`src/rtl/zacore_decode.sv`:
```
// zacore_decode: RV32I decode stage with a 32x32 register file, writeback
// bypass, load-use hazard detection and a single output register stage.
// Optional feature macro: ZACORE_DECODE_RVM_EN. When it is defined, OP
// encodings with funct7=0000001 decode as MULDIV; otherwise they are ILLEGAL.
module zacore_decode (
    input  logic        i_clk,
    input  logic        i_rst,
    input  logic        i_fd_valid,
    input  logic [31:0] i_fd_inst,
    input  logic [31:0] i_fd_pc,
    input  logic        i_stall,
    input  logic        i_invalidate,
    input  logic        i_wb_en,
    input  logic [4:0]  i_wb_rd,
    input  logic [31:0] i_wb_data,
    output logic        o_stall,
    output logic        o_de_valid,
    output logic [31:0] o_de_pc,
    output logic [3:0]  o_de_op,
    output logic [2:0]  o_de_funct3,
    output logic        o_de_alt,
    output logic [4:0]  o_de_rd,
    output logic [31:0] o_de_rs1_val,
    output logic [31:0] o_de_rs2_val,
    output logic [31:0] o_de_imm
);

    localparam logic [3:0] OP_ALU_REG = 4'd0;
    localparam logic [3:0] OP_ALU_IMM = 4'd1;
    localparam logic [3:0] OP_LOAD    = 4'd2;
    localparam logic [3:0] OP_STORE   = 4'd3;
    localparam logic [3:0] OP_BRANCH  = 4'd4;
    localparam logic [3:0] OP_JAL     = 4'd5;
    localparam logic [3:0] OP_JALR    = 4'd6;
    localparam logic [3:0] OP_LUI     = 4'd7;
    localparam logic [3:0] OP_AUIPC   = 4'd8;
    localparam logic [3:0] OP_FENCE   = 4'd9;
    localparam logic [3:0] OP_SYSTEM  = 4'd10;
`ifdef ZACORE_DECODE_RVM_EN
    localparam logic [3:0] OP_MULDIV  = 4'd11;
`endif
    localparam logic [3:0] OP_ILLEGAL = 4'd15;

    // Immediate extraction, all sign-extended from inst[31].
    function automatic logic signed [31:0] imm_i(input logic [31:0] inst);
        return {{20{inst[31]}}, inst[31:20]};
    endfunction

    function automatic logic signed [31:0] imm_s(input logic [31:0] inst);
        return {{20{inst[31]}}, inst[31:25], inst[11:7]};
    endfunction

    function automatic logic signed [31:0] imm_b(input logic [31:0] inst);
        return {{19{inst[31]}}, inst[31], inst[7], inst[30:25], inst[11:8], 1'b0};
    endfunction

    function automatic logic signed [31:0] imm_u(input logic [31:0] inst);
        return {inst[31:12], 12'h000};
    endfunction

    function automatic logic signed [31:0] imm_j(input logic [31:0] inst);
        return {{11{inst[31]}}, inst[31], inst[19:12], inst[20], inst[30:21], 1'b0};
    endfunction

    logic [31:0]        rf [32];

    logic [4:0]         rs1;
    logic [4:0]         rs2;
    logic [3:0]         dec_op;
    logic [4:0]         dec_rd;
    logic signed [31:0] dec_imm;
    logic               use_rs1;
    logic               use_rs2;
    logic [31:0]        rs1_val;
    logic [31:0]        rs2_val;
    logic               hazard;

    logic               vld_p1;
    logic [31:0]        pc_p1;
    logic [3:0]         op_p1;
    logic [2:0]         funct3_p1;
    logic               alt_p1;
    logic [4:0]         rd_p1;
    logic [31:0]        rs1_val_p1;
    logic [31:0]        rs2_val_p1;
    logic signed [31:0] imm_p1;

    assign rs1 = i_fd_inst[19:15];
    assign rs2 = i_fd_inst[24:20];

    // Classify the incoming instruction, pick its immediate and the operands it reads.
    always_comb begin
        dec_op  = OP_ILLEGAL;
        dec_imm = '0;
        use_rs1 = 1'b0;
        use_rs2 = 1'b0;
        if (i_fd_inst[1:0] == 2'b11) begin
            case (i_fd_inst[6:2])
                5'b01100: begin
                    use_rs1 = 1'b1;
                    use_rs2 = 1'b1;
                    if (i_fd_inst[31:25] == 7'b0000000 ||
                        (i_fd_inst[31:25] == 7'b0100000 &&
                         (i_fd_inst[14:12] == 3'd0 || i_fd_inst[14:12] == 3'd5)))
                        dec_op = OP_ALU_REG;
`ifdef ZACORE_DECODE_RVM_EN
                    else if (i_fd_inst[31:25] == 7'b0000001)
                        dec_op = OP_MULDIV;
`endif
                end
                5'b00100: begin dec_op = OP_ALU_IMM; dec_imm = imm_i(i_fd_inst); use_rs1 = 1'b1; end
                5'b00000: begin dec_op = OP_LOAD;    dec_imm = imm_i(i_fd_inst); use_rs1 = 1'b1; end
                5'b01000: begin
                    dec_op  = OP_STORE;
                    dec_imm = imm_s(i_fd_inst);
                    use_rs1 = 1'b1;
                    use_rs2 = 1'b1;
                end
                5'b11000: begin
                    dec_op  = OP_BRANCH;
                    dec_imm = imm_b(i_fd_inst);
                    use_rs1 = 1'b1;
                    use_rs2 = 1'b1;
                end
                5'b11011: begin dec_op = OP_JAL;    dec_imm = imm_j(i_fd_inst); end
                5'b11001: begin dec_op = OP_JALR;   dec_imm = imm_i(i_fd_inst); use_rs1 = 1'b1; end
                5'b01101: begin dec_op = OP_LUI;    dec_imm = imm_u(i_fd_inst); end
                5'b00101: begin dec_op = OP_AUIPC;  dec_imm = imm_u(i_fd_inst); end
                5'b00011: begin dec_op = OP_FENCE;  dec_imm = imm_i(i_fd_inst); end
                5'b11100: begin dec_op = OP_SYSTEM; dec_imm = imm_i(i_fd_inst); end
                default:  dec_op = OP_ILLEGAL;
            endcase
        end
        // An illegal word reads nothing, so it can never create a load-use stall.
        if (dec_op == OP_ILLEGAL) begin
            dec_imm = '0;
            use_rs1 = 1'b0;
            use_rs2 = 1'b0;
        end
        if (dec_op == OP_STORE || dec_op == OP_BRANCH || dec_op == OP_ILLEGAL)
            dec_rd = 5'd0;
        else
            dec_rd = i_fd_inst[11:7];
    end

    // Operand read with same-cycle writeback bypass; x0 is hardwired to zero.
    always_comb begin
        rs1_val = rf[rs1];
        rs2_val = rf[rs2];
        if (rs1 == 5'd0)
            rs1_val = '0;
        else if (i_wb_en && i_wb_rd == rs1)
            rs1_val = i_wb_data;
        if (rs2 == 5'd0)
            rs2_val = '0;
        else if (i_wb_en && i_wb_rd == rs2)
            rs2_val = i_wb_data;
    end

    // Load-use hazard: the load in the output register has not produced its data yet.
    always_comb begin
        hazard = vld_p1 && (op_p1 == OP_LOAD) && (rd_p1 != 5'd0) && i_fd_valid &&
                 ((use_rs1 && rs1 == rd_p1) || (use_rs2 && rs2 == rd_p1));
    end

    assign o_stall = i_stall | hazard;

    // Register file: x0 is never written, so it stays at its reset value of zero.
    always_ff @(posedge i_clk or negedge i_rst) begin
        if (!i_rst) begin
            for (int i = 0; i < 32; i++)
                rf[i] <= '0;
        end else if (i_wb_en && i_wb_rd != 5'd0) begin
            rf[i_wb_rd] <= i_wb_data;
        end
    end

    // ---- stage p1: decode output register ----
    // Flush beats hold, hold beats bubble, bubble beats accept.
    always_ff @(posedge i_clk or negedge i_rst) begin
        if (!i_rst) begin
            vld_p1     <= 1'b0;
            pc_p1      <= '0;
            op_p1      <= '0;
            funct3_p1  <= '0;
            alt_p1     <= 1'b0;
            rd_p1      <= '0;
            rs1_val_p1 <= '0;
            rs2_val_p1 <= '0;
            imm_p1     <= '0;
        end else if (i_invalidate) begin
            vld_p1 <= 1'b0;
        end else if (!i_stall) begin
            if (hazard || !i_fd_valid) begin
                vld_p1 <= 1'b0;
            end else begin
                vld_p1     <= 1'b1;
                pc_p1      <= i_fd_pc;
                op_p1      <= dec_op;
                funct3_p1  <= i_fd_inst[14:12];
                alt_p1     <= i_fd_inst[30];
                rd_p1      <= dec_rd;
                rs1_val_p1 <= rs1_val;
                rs2_val_p1 <= rs2_val;
                imm_p1     <= dec_imm;
            end
        end
    end

    assign o_de_valid   = vld_p1;
    assign o_de_pc      = pc_p1;
    assign o_de_op      = op_p1;
    assign o_de_funct3  = funct3_p1;
    assign o_de_alt     = alt_p1;
    assign o_de_rd      = rd_p1;
    assign o_de_rs1_val = rs1_val_p1;
    assign o_de_rs2_val = rs2_val_p1;
    assign o_de_imm     = imm_p1;

endmodule
```
`config.mk`:
```
export PLATFORM = sky130hd
export DESIGN_NAME = zacore_decode
export DESIGN_NICKNAME = d
export VERILOG_FILES = /design/src/rtl/zacore_decode.sv
export SDC_FILE = /design/constraint.sdc
export NUM_CORES = 2
export LEC_CHECK = 0
export ABC_CLOCK_PERIOD_IN_PS = 4840
export BUFFER_PORTS_ARGS = -buffer_cell sky130_fd_sc_hd__buf_2
export CAP_MARGIN = 20
export CORE_MARGIN = 2
export CORE_UTILIZATION = 40
export CTS_CLUSTER_DIAMETER = 120
export DETAILED_ROUTE_END_ITERATION = 8
export PLACE_DENSITY = 0.54
export SKIP_LAST_GASP = 1
export SLEW_MARGIN = 20
export SYNTH_ARGS = -nofsm -noshare
export SYNTH_HDL_FRONTEND = slang
export SYNTH_SLANG_ARGS = --single-unit
```
`constraint.sdc`:
```
create_clock -name i_clk -period 4.84 [get_ports i_clk]
set_input_delay 0.484 -clock i_clk [delete_from_list [all_inputs] [get_ports i_clk]]
set_output_delay 0.484 -clock i_clk [all_outputs]
set_load 0.05 [all_outputs]
```
==> impl_metrics.toml <==
[status]
status = "complete, no violations"

[clock_network]
worstSkewPairLatency_ns = 0.79
cts_tree = "built"
post-cts-setup-buffers = 0
clk_pin_slew_ns = 0.06
cts_buffers = 136
ctsHtreeMaxLevel = 4
root_buffer = "clkbuf_16"
clockBufferDepth = 3
numClockSinks = 1166

[routing]
wl_per_cell_um = 31.9
drc = 0
vias_per_cell = 6.25
drt_iter0_markers = 3645
drt_first_pass_iters = 5
route.vias.total = 43300
ant_nets = 0
postRouteWirelength_um = 221000

[flow_run]
maxCapViolCount = 0

[global_routing]
grt_pass1_vias = 43700
grt_max_degree = 145
track_usage_pct = 27.9
antenna_found_initial = 21
grt_pass1_wl_um = 320000
gr-total-overflow = 0

[synthesis]
synth.distinct_cells = 53
syn_nets = 4837
syn_area_per_cell_um2 = 13.0
yosys.area.top_type = "dfrtp_1"
synth_top_area_share_pct = 47.6
yosysWarnings = 0
synth_seq_cells = 1166
netlist_instances = 4730
syn_area_um2 = 61300
ys_seq_area_share_pct = 47.6
ys.flop_type = "dfrtp_1"
synth-edff-count = 0
synth_area_leaders = "dfrtp_1 48%, mux2_2 19%, mux2i_1 14%"
synth_async_sr_flop_share_pct = 100

[placement]
numPortBuffers = 249
pre_cts_ws_ns = 0.859
place.gp.congestion = 0.845
dpl.cell_count = 6636
dp_hpwl_um = 131000

[setup_path]
arrival_ns = 3.31
cp-start-kind = "input pin"
crit_family = "simple AND/OR/NAND/NOR gates"
path_max_fanout = 5
cp.required_ns = 4.36
end_kind = "output port"
cp_cell_sequence = "dlygate4sd3_1 > buf_2 > or4_1 > nor3_1 > a2111oi_0 > or3_1 > o21bai_1 > buf_2"
timing.rr.start = "o_de_rd[3]"
crit_top_cell = "buf_2"
r2r-end = "o_de_valid"
crit_type = "in2out"
cpPeakStageDelay_ns = 0.55
worst-r2r-cell-count = 8
crit_buf_inv = 3
cp_slowest_cell = "dlygate4sd3_1"
r2r_slack_ns = 1.70

[hold_path]
worstHoldPathType = "in2reg"
holdPathEnd = "o_de_imm[18]"
hp-start = "i_fd_inst[18]"
hold_depth = 3

[pwr]
clockPowerShare_pct = 35.2
p_int_w = 0.0207
p_sw_share_pct = 30.1
power.density_nw_per_um2 = 422
p_leak_nw = 32.1
irDropWorstVdd_mv = 0.417
total_power_w = 0.0296
seq_power_share_pct = 44.0
switchingPower_w = 0.00890
combPwrFrac_pct = 20.8

[floorplanning]
start_util_pct = 40.3
coreArea_um2 = 152000
std_cell_rows = 143
die_h_um = 395
pin_count = 250
fp.dieArea_um2 = 156000
die_w_um = 395

[finish]
syn_to_final_growth_pct = 14.3
drive_above_1_share_pct = 36.3
final_cells = 6930
n_fill_cell = 13700
final_net_count = 4901

[timing]
fmax_ghz = 0.263
final-max-slew-violation-count = 0
slew_headroom_pct = 22.8
setup_tns_ns = 0
fin_hold_ws_ns = 0.162
hold_viol_final = 0
rsz0062_at_grt = "false"
finalWorstSetupSlack_ns = 1.04
finalCriticalPeriod_ns = 3.80
period_share_pct = 78.5
worstMarginPinSlew_ns = 1.16
skew_ns = 0.0211
finalSetupViolations = 0
==> layout make-up <==
| cell class | count | area [um2] | area share, % |
|---|---|---|---|
| Timing Repair Buffer | 446 | 3610 | 5.15 |
| Antenna cell | 4 | 10.0 | 0.0143 |
| Clock buffer | 209 | 4130 | 5.89 |
| Sequential cell | 1166 | 29200 | 41.7 |
| Clock inverter | 31 | 333 | 0.475 |
| Multi-Input combinational cell | 3033 | 30200 | 43.1 |
| Inverter | 11 | 41.3 | 0.0590 |
| Tap cell | 2030 | 2540 | 3.63 |
==> per-stage QoR <==
step | area [um2] | utilization (%)
2_1_floorplan | 61300 | -
3_3_place_gp | 65000 | 42.7
3_5_place_dp | 65100 | 42.8
4_1_cts | 70000 | 46.0
5_1_grt | 70000 | 46.0
6_report | 70000 | 46.0
==> cells in the mapped netlist, types with 3 or more instances <==
library cell	count
nand3b_1	7
a22o_1	199
nor3b_1	5
nand2b_1	12
xnor2_1	4
mux2_2	1031
a31oi_1	8
buf_1	63
nor2_1	30
a32oi_1	3
buf_6	3
a2111oi_0	3
xor2_1	20
nand3_1	7
clkbuf_1	330
o2bb2ai_1	58
and3_1	4
mux2i_1	870
a32o_1	6
o41ai_1	20
o22ai_1	110
buf_4	16
buf_2	108
o211ai_1	6
a22oi_1	98
inv_1	11
nor2b_1	7
o31a_1	32
o21ai_0	17
nor3_1	9
and2_1	4
mux4_2	90
or4_1	8
a21oi_1	69
nand2_1	104
a221oi_1	168
dfrtp_1	1166
or2_2	5
==> power groups by stage <==
| stage | logic [W] | registers (W) | clock network (W) |
|---|---|---|---|
| after global routing | 0.00663 | 0.0132 | 0.0110 |
| after global placement | 0.00602 | 0.0131 | 0 |
| after detailed placement | 0.00613 | 0.0131 | 0 |
| after CTS | 0.00618 | 0.0130 | 0.0106 |
| after floorplan | 0.00396 | 0.0132 | 0 |
| final | 0.00617 | 0.0130 | 0.0104 |
==> worst register-to-register path, cell delays in order (launching register included) <==
cell	delay, ns
dfrtp_1	0.47
xor2_1	0.18
a2111oi_0	0.35
nand3_1	0.12
a211o_1	0.46
o21ai_4	0.26
buf_12	0.42
o21ai_0	0.18
dlygate4sd3_1	0.58
==> logic make-up after synthesis <==
kind of cell,Yosys count,synth area share (%)
muxes,1991,36.5
DFF,1166,47.6
AOI/OAI and AO/OA,804,10.3
buffers and inverters,531,3.61
and+or+nand+nor,214,1.67
xor gates and xnor gates,24,0.343
==> sequential cells by signal (all words and copies together), names as in the netlist <==
register	cells
o_de_alt	1
o_de_valid	1
rf	1024
o_de_funct3	3
o_de_rd	5
o_de_rs2_val	32
o_de_pc	32
o_de_imm	32
o_de_rs1_val	32
o_de_op	4
==> layer usage <==
layer,global-route usage (%),part of all wire [%],up-vias
met5,0,0.052,-
met4,7.75,2.5,20
met3,5.88,7.3,330
met2,42.4,45,1568
met1,40.2,46,23200
li1,-,-,18200
==> worst max path at each step <==
stage | start | endpoint | slack, ns | depth (start not counted)
final | i_fd_inst[26] | o_stall | 1.04 | 8
after global placement | i_fd_inst[22] | o_de_rs2_val[26] | 0.88 | 8
after global routing | i_fd_inst[26] | o_stall | 0.94 | 8
after CTS | i_fd_inst[26] | o_stall | 1.09 | 8
after detailed placement | i_fd_inst[22] | o_de_rs2_val[26] | 0.86 | 8
after floorplan | i_fd_inst[26] | o_stall | 1.89 | 6
==> cell usage in the layout, fill, tap and decap left out, types with 5 or more instances in the layout <==
cell type | synthesis | routed
a22o_1 | 199 | 199
nand3b_1 | 7 | 7
mux2i_1 | 870 | 870
nor2_4 | 0 | 18
a31oi_1 | 8 | 8
o21ai_0 | 17 | 17
mux2_2 | 1031 | 1031
dlygate4sd3_1 | 0 | 50
mux4_2 | 90 | 90
buf_4 | 16 | 93
o41ai_1 | 20 | 20
clkbuf_8 | 0 | 28
xor2_1 | 20 | 20
clkinv_2 | 0 | 18
a22oi_1 | 98 | 98
bufinv_16 | 0 | 5
o2bb2ai_1 | 58 | 58
o211ai_1 | 6 | 6
clkbuf_1 | 330 | 37
buf_2 | 108 | 245
nand3_1 | 7 | 7
clkbuf_16 | 0 | 144
buf_12 | 0 | 52
nand2b_1 | 12 | 8
dfrtp_1 | 1166 | 1166
o22ai_1 | 110 | 110
or4_1 | 8 | 8
inv_6 | 0 | 5
o31a_1 | 32 | 32
nor3_1 | 9 | 9
nor3b_1 | 5 | 5
a21oi_1 | 69 | 69
or2_2 | 5 | 5
inv_1 | 11 | 11
nand2_4 | 0 | 15
nand2_1 | 104 | 87
a221oi_1 | 168 | 168
nor2_1 | 30 | 12
a32o_1 | 6 | 6
==> timing repair <==
item                                   CTS  global route
endpoints found under the hold margin  131             0
gates resized for setup                  0             0
hold buffers                            50             0
Power figures use the tool's default switching activity.
